## config.mk

```make
export PLATFORM = sky130hd
export DESIGN_NAME = mem_port_arbiter
export DESIGN_NICKNAME = d
export VERILOG_FILES = /design/src/rtl/mem_port_arbiter_pkg.sv /design/src/rtl/mem_port_arbiter_rdata_steer.sv /design/src/rtl/mem_port_arbiter.sv
export SDC_FILE = /design/constraint.sdc
export NUM_CORES = 1
export LEC_CHECK = 0
export BUFFER_PORTS_ARGS = -buffer_cell sky130_fd_sc_hd__buf_2
export CAP_MARGIN = 10
export CORE_AREA = 2 2 105 107
export CTS_CLUSTER_DIAMETER = 50
export DETAILED_ROUTE_END_ITERATION = 6
export DIE_AREA = 0 0 107 109
export HOLD_SLACK_MARGIN = 0.1
export PLACE_DENSITY = 0.61
export SLEW_MARGIN = 20
export SYNTH_ARGS = -nofsm -noshare
export SYNTH_HDL_FRONTEND = slang
export SYNTH_SLANG_ARGS = --single-unit
```

## constraint.sdc

```tcl
create_clock -name clk -period 2.3 [get_ports clk]
set_input_delay 0.46 -clock clk [delete_from_list [all_inputs] [get_ports clk]]
set_output_delay 0.46 -clock clk [all_outputs]
set_load 0.02 [all_outputs]
```

## src/rtl/mem_port_arbiter_pkg.sv

```systemverilog
// Shared definitions for the fetch/data memory port arbiter.
// Latency: n/a (types and constants only).
// Backpressure: n/a.
package mem_port_arbiter_pkg;

    // Which requester owns the read data returning from memory this cycle.
    typedef enum logic [1:0] {
        OWN_NONE = 2'd0,
        OWN_IF   = 2'd1,
        OWN_D    = 2'd2
    } owner_e;

    // RISC-V canonical NOP (addi x0, x0, 0), shown to fetch out of reset.
    localparam logic [31:0] NOP_INSTR = 32'h0000_0013;

    // Memory read latency in cycles; the return path assumes exactly one.
    localparam int MEM_RD_LAT = 1;

endpackage

```

## src/rtl/mem_port_arbiter_rdata_steer.sv

```systemverilog
// Read-data return path: tracks who issued last cycle's read and steers mem data back.
// Latency: data appears one cycle after the grant; fetch data held stable otherwise.
// Backpressure: none; the owner register follows the grant every cycle.
// Ports: clk/reset_n, fetch_gnt/load_gnt (this cycle's grants), mem_rdata (memory
//        read data), if_rdata/d_rdata/d_rvalid (per-requester return outputs).
module arb_rdata_steer
    import mem_port_arbiter_pkg::*;
(
    input  logic        clk,
    input  logic        reset_n,
    input  logic        fetch_gnt,
    input  logic        load_gnt,
    input  logic [31:0] mem_rdata,
    output logic [31:0] if_rdata,
    output logic [31:0] d_rdata,
    output logic        d_rvalid
);

    owner_e      rd_owner;
    logic [31:0] hold_q;

    always_ff @(posedge clk) begin
        if (!reset_n) begin
            rd_owner <= OWN_NONE;
            hold_q   <= NOP_INSTR;
        end else begin
            if (fetch_gnt) begin
                rd_owner <= OWN_IF;
            end else if (load_gnt) begin
                rd_owner <= OWN_D;
            end else begin
                rd_owner <= OWN_NONE;
            end
            // Capture every returned instruction so it survives any later stall.
            if (rd_owner == OWN_IF) begin
                hold_q <= mem_rdata;
            end
        end
    end

    // Reset is synchronous, so rd_owner can still hold a pre-reset grant during
    // the first reset cycle; gate the outputs so nothing from it escapes.
    assign d_rvalid = reset_n & (rd_owner == OWN_D);
    assign d_rdata  = d_rvalid ? mem_rdata : 32'd0;
    assign if_rdata = !reset_n               ? NOP_INSTR :
                      (rd_owner == OWN_IF)   ? mem_rdata : hold_q;

endmodule

```

## src/rtl/mem_port_arbiter.sv

```systemverilog
// Shares one single-port synchronous memory between instruction fetch and load/store.
// Latency: grant is combinational; read data returns one cycle after the grant.
// Backpressure: data wins; a denied fetch raises stall_if_o. Optional fairness guard
//               under macro ARB_STARVE_GUARD_EN forces a fetch after STREAK_MAX data grants.
// Ports: if_* fetch port, d_* load/store port, mem_* memory port, stall_if_o fetch stall.
module mem_port_arbiter
    import mem_port_arbiter_pkg::*;
#(
    parameter int ADDR_W     = 32,
    parameter int STREAK_MAX = 4
) (
    input  logic              clk,
    input  logic              reset_n,
    input  logic              if_req_i,
    input  logic [ADDR_W-1:0] if_addr_i,
    output logic [31:0]       if_rdata_o,
    output logic              stall_if_o,
    input  logic              d_req_i,
    input  logic              d_we_i,
    input  logic [ADDR_W-1:0] d_addr_i,
    input  logic [31:0]       d_wdata_i,
    input  logic [3:0]        d_wstrb_i,
    output logic              d_gnt_o,
    output logic [31:0]       d_rdata_o,
    output logic              d_rvalid_o,
    output logic              mem_en_o,
    output logic              mem_we_o,
    output logic [ADDR_W-1:0] mem_addr_o,
    output logic [31:0]       mem_wdata_o,
    output logic [3:0]        mem_wstrb_o,
    input  logic [31:0]       mem_rdata_i
);

    logic data_gnt;
    logic fetch_gnt;
    logic force_fetch;

`ifdef ARB_STARVE_GUARD_EN
    localparam int CNT_W = $clog2(STREAK_MAX + 1);

    logic [CNT_W-1:0] streak_q;

    // After STREAK_MAX data grants in a row with fetch waiting, hand one slot to fetch.
    assign force_fetch = d_req_i & if_req_i & (streak_q == CNT_W'(STREAK_MAX));

    always_ff @(posedge clk) begin
        if (!reset_n) begin
            streak_q <= '0;
        end else if (!if_req_i || fetch_gnt) begin
            streak_q <= '0;
        end else if (data_gnt) begin
            streak_q <= streak_q + CNT_W'(1);
        end
    end
`else
    logic unused_streak;
    assign unused_streak = (STREAK_MAX == 0);
    assign force_fetch   = 1'b0;
`endif

    logic unused_lat;
    assign unused_lat = (MEM_RD_LAT != 1);

    // Grants are masked during reset so the memory sees no access.
    assign data_gnt   = reset_n & d_req_i & ~force_fetch;
    assign fetch_gnt  = reset_n & if_req_i & ~data_gnt;
    assign stall_if_o = reset_n & if_req_i & ~fetch_gnt;
    assign d_gnt_o    = data_gnt;

    always_comb begin
        mem_en_o    = 1'b0;
        mem_we_o    = 1'b0;
        mem_addr_o  = '0;
        mem_wdata_o = '0;
        mem_wstrb_o = '0;
        if (data_gnt) begin
            mem_en_o    = 1'b1;
            mem_we_o    = d_we_i;
            mem_addr_o  = d_addr_i;
            mem_wdata_o = d_wdata_i;
            mem_wstrb_o = d_wstrb_i;
        end else if (fetch_gnt) begin
            mem_en_o    = 1'b1;
            mem_addr_o  = if_addr_i;
        end
    end

    arb_rdata_steer u_steer (
        .clk       (clk),
        .reset_n   (reset_n),
        .fetch_gnt (fetch_gnt),
        .load_gnt  (data_gnt & ~d_we_i),
        .mem_rdata (mem_rdata_i),
        .if_rdata  (if_rdata_o),
        .d_rdata   (d_rdata_o),
        .d_rvalid  (d_rvalid_o)
    );

endmodule
```

# Yosys cells after proc, flatten, opt, wreduce, memory -nomap -nowiden
# Index checks and enable logic that the tools add are counted.
totals:
  in_bits: 137
  word_cells: 28
  register_bits: 34
  out_inout_bits: 137
op_classes:
  reduce_logical: 1
  n_bitwise: 10
  eq_ne: 2
  muxes: 12
op_table:
  columns: ["operator", "n"]
  rows:
  - ["two-way mux 32 bit", 6]
  - ["bitwise AND 1 bit", 6]
  - ["two-way mux 1 bit", 4]
  - ["two-way mux 4 bit", 1]
  - ["inverter 1 bit", 4]
  - ["equality test 2 x 1 -> 1 bit, second input constant", 1]
  - ["equality test 2 bit, second input constant", 1]
  - ["two-way mux 2 bit", 1]
  - ["OR reduction 2 bit", 1]

# Logic depth before layout (Yosys ltp)
logic_depth:
  depth_word: 5
  depth_mapped: 4
  ltp_nobuf: 2

# By module
# Synthesis repeated with hierarchy kept, for this count alone.
unflattened:
  hier_cells: 275
  hier_area_um2: 2374.8
modules_own_cells:
  columns: ["module", "area_each_um2", "cells_each", "n_inst", "seq_area_each_um2"]
  rows:
  - ["arb_rdata_steer", 1641.6, 180, 1, 680.7]
  - ["mem_port_arbiter", 733.2, 95, 1, 0.0]

# Worst setup path after synthesis
# No wires, ideal clock.
synth_timing:
  path_type: "input -> output"
  start: "input port reset_n"
  end: "output port if_rdata_o[10]"
  path_slack_ns: 0.596
  path_buffers: 2
  path_stages: 4
  arrival_ns: 1.244
  t_required_ns: 1.840
  path_cell_list: "buf_2 buf_2 nand2_1 mux2i_1"
synth_via:
  elab_chain_len: 1
synth_lines:
  columns: ["element", "line_no", "source"]
  rows:
  - ["start: declaration", "mem_port_arbiter.sv:13", "input logic reset_n,"]
  - ["two-way mux 32 bit", "mem_port_arbiter_rdata_steer.sv:45", "assign if_rdata = !reset_n ? NOP_INSTR :"]
  - ["end: declaration", "mem_port_arbiter.sv:16", "output logic [31:0] if_rdata_o,"]
# Every way passes these cells.

# Final worst setup path
layout_timing:
  start: "register u_steer.rd_owner[0]"
  end: "output port if_rdata_o[31]"
layout_via:
  elab_chain_len: 3
layout_lines:
  columns: ["element", "line_no", "source"]
  rows:
  - ["start: declaration", "mem_port_arbiter_rdata_steer.sv:19", "owner_e rd_owner;"]
  - ["start signal: assignment", "mem_port_arbiter_rdata_steer.sv:24", "rd_owner <= OWN_NONE;"]
  - ["start signal: assignment", "mem_port_arbiter_rdata_steer.sv:28", "rd_owner <= OWN_IF;"]
  - ["start signal: assignment", "mem_port_arbiter_rdata_steer.sv:30", "rd_owner <= OWN_D;"]
  - ["equality test 2 x 1 -> 1 bit", "mem_port_arbiter_rdata_steer.sv:46", "(rd_owner == OWN_IF) ? mem_rdata : hold_q;"]
  - ["two-way mux 32 bit", "mem_port_arbiter_rdata_steer.sv:46", null]
  - ["two-way mux 32 bit", "mem_port_arbiter_rdata_steer.sv:45", null]
# Every way passes these cells.

==> impl.org <==
** Run status
- Outcome :: finished clean

** Worst setup path
- Data arrives at the worst endpoint at about 1600 ps.
- Walking the worst path, the cells encountered are nor2b_4 > buf_6 > mux2i_1 > buf_2.
- Type of element capturing the critical path :: output pin
- Along the worst path, the maximum fanout reaches 21.
- Launching element type of the critical path :: flip-flop
- The worst setup path is of the reg -> out kind.
- For the worst setup path, the data required time is around 1800 ps.
- The slowest stage of the critical path is the sky130_fd_sc_hd__dfxtp_1 cell.
- For this run, the slowest stage of the critical path takes 400 ps.

** Clock tree
- Clock transition time at the flip-flop clock pins of the worst setup and hold paths :: ~70 ps
- CTS placed an instance of sky130_fd_sc_hd__clkbuf_8 at the clock tree root.
- CTS tree :: done
- Buffers added to address setup during post-CTS repair amount to 0.
- TritonCTS created 5 clock buffers.
- The clock tree synthesis step divided the H-tree into 2 levels.
- Clock latency at the later pin of the worst-skew pair :: 270 ps
- No sink is reached through more buffers than the 2 on the longest clock path.
- The clock drives 34 sinks.
- In this run, post-CTS hold repair placed 0 buffers.

** Routing
- Drt first-iter violations :: 124
- Number of vias per cell :: 4.359
- Number of nets still failing antenna checks after routing :: 0
- Average detailed-routed wire length per instance :: ~14 um
- The first detailed-routing pass ran for 4 iterations.
- For this run, design rule violations remaining after detail routing come to 0.
- Count of vias placed by the detailed router :: 2,903
- Total Wirelength :: about 9.1 mm

** Synth
- Cell taking the most area after synthesis :: sky130_fd_sc_hd__dfxtp_1
- Cells after Synth :: around 270
- Main area contributors after synthesis :: sky130_fd_sc_hd__dfxtp_1 30%, sky130_fd_sc_hd__a32o_1 14%, sky130_fd_sc_hd__mux2i_1 13%
- Count of state elements after synthesis :: 34
- Yosys mapped the design onto 19 distinct sky130hd cell types.
- During synthesis, Yosys emitted a total of 0 warnings.
- Post-Synthesis Net Count :: 410
- Average cell area after synthesis :: 8.442 um2
- Sequential area share after synthesis :: roughly 30%
- The synthesized netlist occupies a cell area of 2305 um2.
- The top cell type by area accounts for 29.53% of the synthesized area.

** GRT
- Entering global routing, the biggest net connects about 70 pins.
- Leftover overflow at the end of global routing :: 0
- Global routing used 14.05% of the available tracks across all layers.
- The initial antenna violation count is 0.
- Number of global-route vias before repair :: 2,525
- Wire length of the first global-routing pass :: around 13 mm

** Power and ir drop
- In this run the static leakage power is 0.002218 uW.
- Worst voltage drop across the vdd grid :: 0.1591 mV
- Internal cell power :: 1035 uW
- Of the total power, combinational logic draws 34.1%.
- Flop pwr share :: ~40%
- PD cells :: 409.3 nW/um2
- Total power for the finished layout comes to 1545 uW.
- Relative contribution of the clock network to total power :: 26.0%
- Sw frac :: roughly a third
- Switching power of the nets :: slightly above 500 uW

** Die
- The die covers 11,660 um2.
- The floorplan has 38 rows.
- Area of the placeable core :: 10,600 um2
- The die is 109 um tall.
- Die width :: 107 um
- Number of top-level pins :: ~270
- For this configuration, the core starts out at a cell density of 21.74%.

** Placed design
- Final weighted congestion in routability-driven placement :: approximately 0.82
- After detailed placement, the total cell area comes to 3694 um2.
- Detailed-placement wirelength estimate :: about 7.5 mm
- Buffers placed on the I/O ports in this run total 273.

** STA
- Minimum clock period after layout :: 2092 ps
- Setup repair after global routing missed its margin :: no
- Slew at the pin closest to its max-slew limit :: 588.8 ps
- Final hold analysis gives a worst-case slack of 343.6 ps.
- Dividing the final minimum period by the clock period gives around nine tenths.
- Across the routed clock network, the largest skew measured is 4.851 ps.
- F_max :: 478.0 MHz
- Final Hold Viols :: 0
- The worst pin sits at a relative slew slack of 60.75%.
- Count of endpoints failing setup in the final report :: 0
- Number of pins exceeding their max-slew limit in the final report :: 0
- TNS Setup :: 0 ps

** Cells and area
- After the last flow step, the layout net total stands at ~660.
- For this run, the share of the core covered by cells in the final layout is 35.61%.
- Post-route cell area :: 3776 um2
- Summing all multi-input logic gate instances after layout gives between 1000 and 1500 um2.
- The top cell types in the final layout, fill and taps aside, are 273 x sky130_fd_sc_hd__buf_2, 58 x sky130_fd_sc_hd__nand2_1, 38 x sky130_fd_sc_hd__and3_1, 34 x sky130_fd_sc_hd__and2_1, 34 x sky130_fd_sc_hd__dfxtp_1.
- The area growth from synthesis to layout is 63.84%.
- The number of antenna diodes in the final layout is 0.
- Cells with a size suffix above 1 make up between 50% and 60% of the layout.
- Final-layout fill cell count :: 1,139
- The library cell used most frequently in the layout, excluding fill and tap cells, is sky130_fd_sc_hd__buf_2.
- Seq. cell area :: 680.7 um2

** Job
- Max-cap check violation count :: 0

** Worst hold path
- Hold/Removal Path Class :: in -> reg
==> path summary, 6_finish.rpt <==
path / from / endpoint / slack (ps) / cells after the start
min: d_we_i / u_steer.rd_owner[1] / 340 / 2
max reg2reg: u_steer.rd_owner[0] / u_steer.hold_q[30] / 1070 / 3
min reg2reg: u_steer.hold_q[16] / u_steer.hold_q[16] / 460 / 2
max: u_steer.rd_owner[0] / if_rdata_o[31] / 210 / 4
==> repair_timing <==
action	CTS	global route
endpoints found under the setup margin	0	1
resized for setup	0	1
endpoints found under the hold margin	0	0
==> cells by family (layout without fill, tap and decap cells) <==
kind of cell / Yosys count / count (layout) / share of synthesized area (%)
buf+inv: 37 / 290 / 11.13
flops: 34 / 34 / 29.53
compound gates: 36 / 36 / 15.20
simple gates: 137 / 137 / 31.54
mux: 29 / 29 / 12.60
==> metrics by stage <==
step | std cells | setup slack, ps
2_1_floorplan | 273 | 595.6
3_3_place_gp | 659 | 349.8
3_5_place_dp | 659 | 309.3
4_1_cts | 666 | 87.48
5_1_grt | 666 | 38.35
6_report | 666 | 208.1
==> sequential cells by signal, indices dropped and copies added, names as in the netlist <==
| name | cells |
|---|---|
| u_steer.hold_q | 32 |
| u_steer.rd_owner | 2 |
==> critical path, delay by kind of cell, from the launching register on <==
kind / cells / cell delay [ps]
flops: 1 / 400
buf+inv: 2 / 480
simple gates: 1 / 190
mux: 1 / 270
==> power by group through the flow <==
stage	registers (uW)	clock network [uW]	logic [uW]
after global placement	629	0	522
after detailed placement	630	0	529
final	616	402	528
after floorplan	628	0	302
after global routing	618	448	567
after CTS	616	422	531
==> cell usage after synthesis <==
cell,number
sky130_fd_sc_hd__nor2b_1,2
sky130_fd_sc_hd__buf_2,11
sky130_fd_sc_hd__clkbuf_1,6
sky130_fd_sc_hd__buf_6,8
sky130_fd_sc_hd__dfxtp_1,34
sky130_fd_sc_hd__nor2b_4,1
sky130_fd_sc_hd__and3_1,38
sky130_fd_sc_hd__nand2_1,58
sky130_fd_sc_hd__clkbuf_2,2
sky130_fd_sc_hd__a32o_1,32
sky130_fd_sc_hd__o21a_1,1
sky130_fd_sc_hd__buf_4,5
sky130_fd_sc_hd__mux2i_1,29
sky130_fd_sc_hd__buf_8,2
sky130_fd_sc_hd__o211ai_1,3
sky130_fd_sc_hd__and3b_2,1
sky130_fd_sc_hd__and2_1,34
sky130_fd_sc_hd__inv_1,3
sky130_fd_sc_hd__nand3b_1,3
==> per-layer routing <==
metal  GRT usage (%)  up-vias  wire length (um)
li1                -     1462                 -
met1           17.22     1290              3810
met2           24.57      141              4459
met3           3.646       10               743
met4           3.525        0               121
met5               0        -                 0
==> final cells by class <==
type                    instances  share of cell area, %
repair buffers                280                  38.67
multi-input cells             202                  36.28
flip-flops and latches         34                  18.03
well taps                     140                  4.639
clock buffers                   5                  1.822
inverters                       3                 0.2982
clock inverters                 2                 0.2651
(Power assumes the default switching activity.)
